File: config.mk
export PLATFORM = sky130hd
export DESIGN_NAME = clk_div_prog
export DESIGN_NICKNAME = d
export VERILOG_FILES = /design/src/rtl/clk_div_prog.sv
export SDC_FILE = /design/constraint.sdc
export NUM_CORES = 1
export LEC_CHECK = 0
export CORE_ASPECT_RATIO = 1.5
export CORE_MARGIN = 2
export CORE_UTILIZATION = 45
export CTS_CLUSTER_DIAMETER = 200
export DETAILED_ROUTE_END_ITERATION = 16
export PLACE_DENSITY = 0.69
export SLEW_MARGIN = 5
export SYNTH_ARGS = -nofsm -noshare
export SYNTH_HDL_FRONTEND = slang
export SYNTH_SLANG_ARGS = --single-unit
export TNS_END_PERCENT = 10
File: constraint.sdc
create_clock -name clkIN -period 11.85 [get_ports clkIN]
set_clock_uncertainty 0.2 [all_clocks]
set_input_delay 2.9625 -clock clkIN [delete_from_list [all_inputs] [get_ports clkIN]]
set_output_delay 2.9625 -clock clkIN [all_outputs]
set_load 0.005 [all_outputs]
File: src/rtl/clk_div_prog.sv
// Runtime-programmable integer clock divider with load/ack divisor handshake.
// Optional one-cycle tick strobe at end of period when CLKDIV_TICK_EN is defined.
module clk_div_prog #(
  parameter int WIDTH       = 8,
  parameter int DEFAULT_DIV = 10
) (
  input  logic             clkIN,
  input  logic             rstN,
  input  logic             en,
  input  logic [WIDTH-1:0] div_in,
  input  logic             div_load,
  output logic             div_ack,
  output logic [WIDTH-1:0] div_cur,
  output logic             clkOUT
`ifdef CLKDIV_TICK_EN
  ,
  output logic             tick
`endif
);

  localparam logic [WIDTH-1:0] DefDiv = WIDTH'(DEFAULT_DIV);
  localparam logic [WIDTH-1:0] MinDiv = WIDTH'(2);
  localparam logic [WIDTH-1:0] One    = WIDTH'(1);

  logic [WIDTH-1:0] count;
  logic [WIDTH-1:0] divQ;
  logic [WIDTH-1:0] pendVal;
  logic             pendFlag;
  logic             ackQ;
  logic             clkQ;

  logic             wrap;
  logic             apply;
  logic [WIDTH-1:0] nCount;
  logic [WIDTH-1:0] nDiv;
  logic [WIDTH-1:0] nLo;
  logic [WIDTH-1:0] loadVal;
  logic             nClk;

  // Next count, divisor swap and registered clock level for the coming cycle
  always_comb begin
    wrap    = (count >= divQ - One);
    apply   = pendFlag && (!en || wrap);
    nDiv    = apply ? pendVal : divQ;
    loadVal = (div_in < MinDiv) ? MinDiv : div_in;
    nCount  = '0;
    if (en && !wrap) begin
      nCount = count + One;
    end
    nLo  = nDiv - (nDiv >> 1);
    nClk = en && (nCount >= nLo);
  end

  // Counter, divisor and output clock state
  always_ff @(posedge clkIN or negedge rstN) begin
    if (!rstN) begin
      count <= '0;
      divQ  <= DefDiv;
      ackQ  <= 1'b0;
      clkQ  <= 1'b0;
    end else begin
      count <= nCount;
      divQ  <= nDiv;
      ackQ  <= apply;
      clkQ  <= nClk;
    end
  end

  // Pending divisor; a load on the apply edge is kept for the next apply
  always_ff @(posedge clkIN or negedge rstN) begin
    if (!rstN) begin
      pendVal  <= '0;
      pendFlag <= 1'b0;
    end else begin
      if (div_load) begin
        pendVal  <= loadVal;
        pendFlag <= 1'b1;
      end else if (apply) begin
        pendFlag <= 1'b0;
      end
    end
  end

  assign div_ack = ackQ;
  assign div_cur = divQ;
  assign clkOUT  = clkQ;

`ifdef CLKDIV_TICK_EN
  // Clock-enable strobe on the last count of each period
  always_comb begin
    tick = en && (count == divQ - One);
  end
`endif

endmodule

==> results of run 1 <==
[worst max-delay path by stage]
stage                                  end  slack [ns]  depth (start not counted)
after floorplan           clkOUT$_DFF_PN0_        5.66                         19
after global placement    clkOUT$_DFF_PN0_        4.96                         18
after detailed placement  clkOUT$_DFF_PN0_        4.74                         18
after CTS                 clkOUT$_DFF_PN0_        5.02                         18
after global routing      clkOUT$_DFF_PN0_        4.75                         18
final                     clkOUT$_DFF_PN0_        5.04                         18
[worst max-delay path, cell delays in order]
cell             delay (ns)
clkdlybuf4s50_1        0.49
and4b_1                0.34
o211ai_2               0.18
nand2_4                0.12
inv_2                  0.11
o21ai_0                0.36
ha_1                   0.31
inv_1                  0.08
ha_1                   0.26
nand4_1                0.12
nor3_1                 0.06
or2_2                  0.33
o311ai_0               0.33
a311oi_1               0.08
ha_1                   0.30
o21ai_0                0.07
a21o_1                 0.15
a21oi_1                0.15
[per-layer routing]
layer,up-vias,part of all wire (%),global-route usage [%]
met5,-,0,0
met2,26,58,37.9
li1,763,-,-
met4,0,1.2,5.71
met1,736,39,22.1
met3,5,2.1,2.00
[report_power, final]
group          internal (uW)  switching (uW)  leakage (uW)
Clock                   24.2            29.7     0.0000228
Sequential               115            35.4      0.000334
Combinational            179             181      0.000661
[layout make-up]
class                      instances  area [um2]
clock buffer                       4        45.0
fill                             399        1960
inverter                          17        63.8
multi-input combinational        155        1180
sequential                        27         678
tap                               46        57.6
timing repair buffer              22         218
[sequential cells by signal, indices dropped and copies added, names as in the netlist]
register,cells
clkOUT,1
pendVal,8
pendFlag,1
div_cur,8
div_ack,1
count,8
[stage by stage]
step                hold WS (ns)  cells  power, uW
floorplan                  0.280    204        409
global placement           0.300    267        504
detailed placement         0.318    267        515
CTS                        0.340    271        568
global route               0.357    271        626
finish                     0.335    271        564
[kinds of logic (layout without fill, tap and decap cells)]
group / count (synthesis) / after routing / synth area share (%)
XOR/XNOR: 18 / 18 / 8.08
AND/OR/NAND/NOR: 67 / 67 / 17.9
adder cells (fa/ha/maj): 22 / 22 / 14.1
flip-flops: 27 / 27 / 34.7
AO/OA/AOI/OAI: 35 / 35 / 12.8
buffers and inverters: 22 / 43 / 4.68
multiplexers: 13 / 13 / 7.69
[cells in the final DEF (no fill, tap or decap), drive strengths merged, types with 3 or more instances in the layout]
master and count:
nand4 3, dfrtp 25, nand2b 4, a21oi 7, xor2 9, nand2 13
xnor2 9, o21ai 12, nor2b 3, nand3 10, nor2 17, clkdlybuf4s50 21
mux2i 6, inv 17, nor3 5, clkbuf 4, and3 4, mux2 6
ha 22
==> results.ini, run 1 <==
[setup_path]
start_kind = primary input
timing.rr.start = div_cur[2]$_DFF_PN0_
worst_setup_path_end_kind = register
cp_max_fo = 11
r2r_slack_ns = 6.44
critPathArrivalTime_ns = 6.81
path_class = in -> reg
setup.worst_path.start = en
r2r_end = clkOUT$_DFF_PN0_
reg2regPathDepth = 23
required_ns = 11.85

[timing]
tightest_slew_ns = 0.465
slew_viol_final = 0
max_slew_margin_pct = 68.6
fin_tns_setup_ns = 0
fin_crit_sh_pct = 57.5
hold_violations = 0
setup_slack_ns = 5.04
min_period_ns = 6.81
max_freq_mhz = 147
rsz0062_at_grt = false
setup_viol = 0

[clock_tree]
path_clk_slew_ns = 0.09
cts_setup_buffers = 0
htreeDepth = 1
cts_buffer_depth = 2
cts_resized = 0
worstSkewPairLatency_ns = 0.28
cts_tree = built
numCtsBuffers = 3
cts-root-buf = clkbuf_8
ctsHoldBuffers = 0
cts.sinks = 27

[synthesis]
ys.flop_type = dfrtp_1
synth_warnings = 0
synth-seq-cells = 27
synth_cells = 204
yosysSeqAreaShare_pct = 34.7
syn_avg_cell_area_um2 = 9.57
synth-async-reset-ratio_pct = 100
yosysTopAreaCell = dfrtp_1
synth_top_area_share_pct = 32.1
synth.net_count = 238
synth_most_common_cell = dfrtp_1
ys_types = 46
synth_area_um2 = 1950
yosys-top-cells-count = 25 x dfrtp_1, 22 x ha_1, 17 x nor2_1, 16 x inv_1
synth_edf_count = 0
netlist_top_cells_area = dfrtp_1 32%, ha_1 14%, xnor2_1 4.0%

[placement]
portBuffers = 21
gp_congestion = 0.941
dp_hpwl_um = 3490
dp_slack_ns = 4.74
placedInstanceArea_um2 = 2200

[die]
start_util_pct = 46.4
die_y_um = 84.7
num_rows = 29
pin_count = 22
die_w_um = 57.8
die_area_um2 = 4890
core_area_um2 = 4210

[grt]
antenna_found_initial = 0
grt_pass1_vias = 1622
grt_max_degree = 28
grt_pass1_wl_um = 7470
grt_overflow = 0
track_usage_pct = 19.8

[detailed_routing]
ant_nets = 0
wirelength_um = 4270
wl_per_cell_um = 15.7
route.detailed.drc = 0
dr.first_iter.drc_count = 27
vias_per_cell = 5.65
drtPass1Iterations = 4
vias = 1530

[power]
irDropWorstVdd_v = 0.000129
p_leak_uw = 0.00102
p_per_area_nw_per_um2 = 251

[worst_hold_path]
min_from = pendVal[7]$_DFFE_PN0P_
min_path_cells = 1
hold_path_class = reg -> reg
holdPathEnd = pendVal[7]$_DFFE_PN0P_

[finish]
final_util_pct = 53.3
final_net_count = 260
fin_area_um2 = 2240
drive_gt1_share_pct = 9.33
area_delta_synth_final_pct = 15.0
antenna_cells = 0

[run]
drv_cap = 0

[status]
outcome = completed

Note: power is estimated with default switching activity, not from simulation.
==> inputs of run 2 (changes only) <==
==> constraint.sdc (replaced) <==
create_clock -name clkIN -period 6.4 [get_ports clkIN]
set_clock_uncertainty 0.2 [all_clocks]
set_input_delay 1.6 -clock clkIN [delete_from_list [all_inputs] [get_ports clkIN]]
set_output_delay 1.6 -clock clkIN [all_outputs]
set_load 0.005 [all_outputs]
==> run 2 against run 1 <==
  * Combinational power is 85% higher
  * First-iteration DRC count rose by 63%
  * Register-to-register slack lost 5.4 ns
  * Cell count unchanged
  * Clock power up 85%
  * Via count shrank 0.59%
  * Critical path type unchanged
  * Critical endpoint unchanged
  * Largest cell class unchanged
  * Largest power group unchanged
==> results.ini, run 2 (synthesis gave the netlist of run 1 again) <==
[power]
irDropWorstVdd_v = 0.000269
p_per_area_nw_per_um2 = 465
p_leak_uw = 0.00102

[timing]
fin_tns_setup_ns = 0
tightest_slew_ns = 0.477
fin_crit_sh_pct = 85.2
min_period_ns = 5.45
slew_viol_final = 0
max_freq_mhz = 183
max_slew_margin_pct = 67.8
rsz0062_at_grt = false
setup_viol = 0
hold_violations = 0

[setup_path]
worst_setup_path_end_kind = register
setup.worst_path.start = en
cp_max_fo = 11
required_ns = 6.39
start_kind = primary input
timing.rr.start = div_cur[2]$_DFF_PN0_
path_class = in -> reg
critPathArrivalTime_ns = 5.45

[grt]
grt_pass1_vias = 1648
antenna_found_initial = 0
track_usage_pct = 19.8
grt_max_degree = 28
grt_overflow = 0
grt_pass1_wl_um = 7560

[detailed_routing]
route.detailed.drc = 0
dr.first_iter.drc_count = 44
ant_nets = 0
drtPass1Iterations = 4
wl_per_cell_um = 15.8
vias = 1521
vias_per_cell = 5.61
wirelength_um = 4290

[die]
core_area_um2 = 4210
num_rows = 29
die_y_um = 84.7
start_util_pct = 46.4
die_w_um = 57.8
pin_count = 22
die_area_um2 = 4890

[finish]
final_util_pct = 53.3
area_delta_synth_final_pct = 15.0
regArea_um2 = 678
multi_input_comb_area_um2 = 1180
drive_gt1_share_pct = 9.33
final_cell_mix = 25 x dfrtp_1, 22 x ha_1, 21 x clkdlybuf4s50_1
final_common_cell = dfrtp_1
final_net_count = 260
antenna_cells = 0
num-fill-cells = 393

[clock_tree]
ctsHoldBuffers = 0
htreeDepth = 1
cts_resized = 0
cts-root-buf = clkbuf_8
cts_buffer_depth = 2
worstSkewPairLatency_ns = 0.27
cts.sinks = 27
cts_tree = built
numCtsBuffers = 3
path_clk_slew_ns = 0.10
cts_setup_buffers = 0

[worst_hold_path]
hold_path_class = reg -> reg
min_from = pendVal[7]$_DFFE_PN0P_

[placement]
portBuffers = 21
gp_congestion = 0.941
dp_hpwl_um = 3490

[run]
drv_cap = 0

[status]
outcome = completed

## run 2: cell counts in the layout (fill, tap and decap cells not counted)
No cell type changed its count.
## run 2: path summary, 6_finish.rpt
| path | endpoint | slack (ns) | depth (start not counted) |
|---|---|---|---|
| min in group asynchronous | div_cur[0]$_DFF_PN0_ | 1.49 | 2 |
| worst max register to register | clkOUT$_DFF_PN0_ | 1.03 | 23 |
| worst max-delay path | clkOUT$_DFF_PN0_ | 0.95 | 18 |
| worst min register to register | pendVal[7]$_DFFE_PN0P_ | 0.34 | 1 |
| max in group asynchronous | div_cur[3]$_DFF_PN1_ | 4.20 | 2 |
| worst min-delay path | pendVal[7]$_DFFE_PN0P_ | 0.34 | 1 |
## run 2: layout make-up
| class | instances | area share [%] |
|---|---|---|
| Clock buffer | 4 | 2.01 |
| Inverter | 17 | 2.84 |
| Tap cell | 46 | 2.56 |
| Multi-Input combinational cell | 155 | 52.7 |
| Timing Repair Buffer | 22 | 9.70 |
| Sequential cell | 27 | 30.2 |
## run 2: layer usage
| layer | routed length [um] | track usage [%] | part of all wire [%] | vias to the layer above |
|---|---|---|---|---|
| met4 | 78 | 6.34 | 1.8 | 0 |
| li1 | - | - | - | 767 |
| met1 | 1710 | 22.9 | 40 | 724 |
| met5 | 0 | 0 | 0 | - |
| met3 | 79 | 1.85 | 1.8 | 6 |
| met2 | 2420 | 37.1 | 56 | 24 |
## run 2: stage by stage
stage,hold WS (ns),std cells,power [uW],setup slack [ns],instance area (um2)
finish,0.336,271,1040,0.947,2240
CTS,0.340,271,1050,0.964,2240
global route,0.356,271,1160,0.474,2240
detailed placement,0.318,267,951,0.664,2200
global placement,0.300,267,934,0.868,2200
floorplan,0.280,204,758,1.54,1950
## run 2: critical path, cell delays in order
cell and delay, ns:
clkdlybuf4s50_1 0.50, and4b_1 0.34, o211ai_2 0.17, nand2_4 0.12, inv_2 0.12, o21ai_0 0.34, ha_1 0.29, inv_1 0.08
ha_1 0.26, nand4_1 0.13, nor3_1 0.06, or2_2 0.33, o311ai_0 0.33, a311oi_1 0.09, ha_1 0.30, o21ai_0 0.07
a21o_1 0.15, a21oi_1 0.15
## run 2: where the power goes
| part | switching (uW) | internal (uW) | total (uW) |
|---|---|---|---|
| Sequential | 66.2 | 213 | 279 |
| Clock | 55.0 | 44.6 | 99.6 |
| Combinational | 336 | 329 | 665 |
| Total | 457 | 586 | 1040 |
==> inputs of run 3 (changes only) <==
--- a/config.mk
+++ b/config.mk
@@ -5,6 +5,7 @@
 export SDC_FILE = /design/constraint.sdc
 export NUM_CORES = 1
 export LEC_CHECK = 0
+export CAP_MARGIN = 20
 export CORE_ASPECT_RATIO = 1.5
 export CORE_MARGIN = 2
 export CORE_UTILIZATION = 45
==> results of run 3 <==
No change in the layout: final DEF, timing and power equal those of run 2.
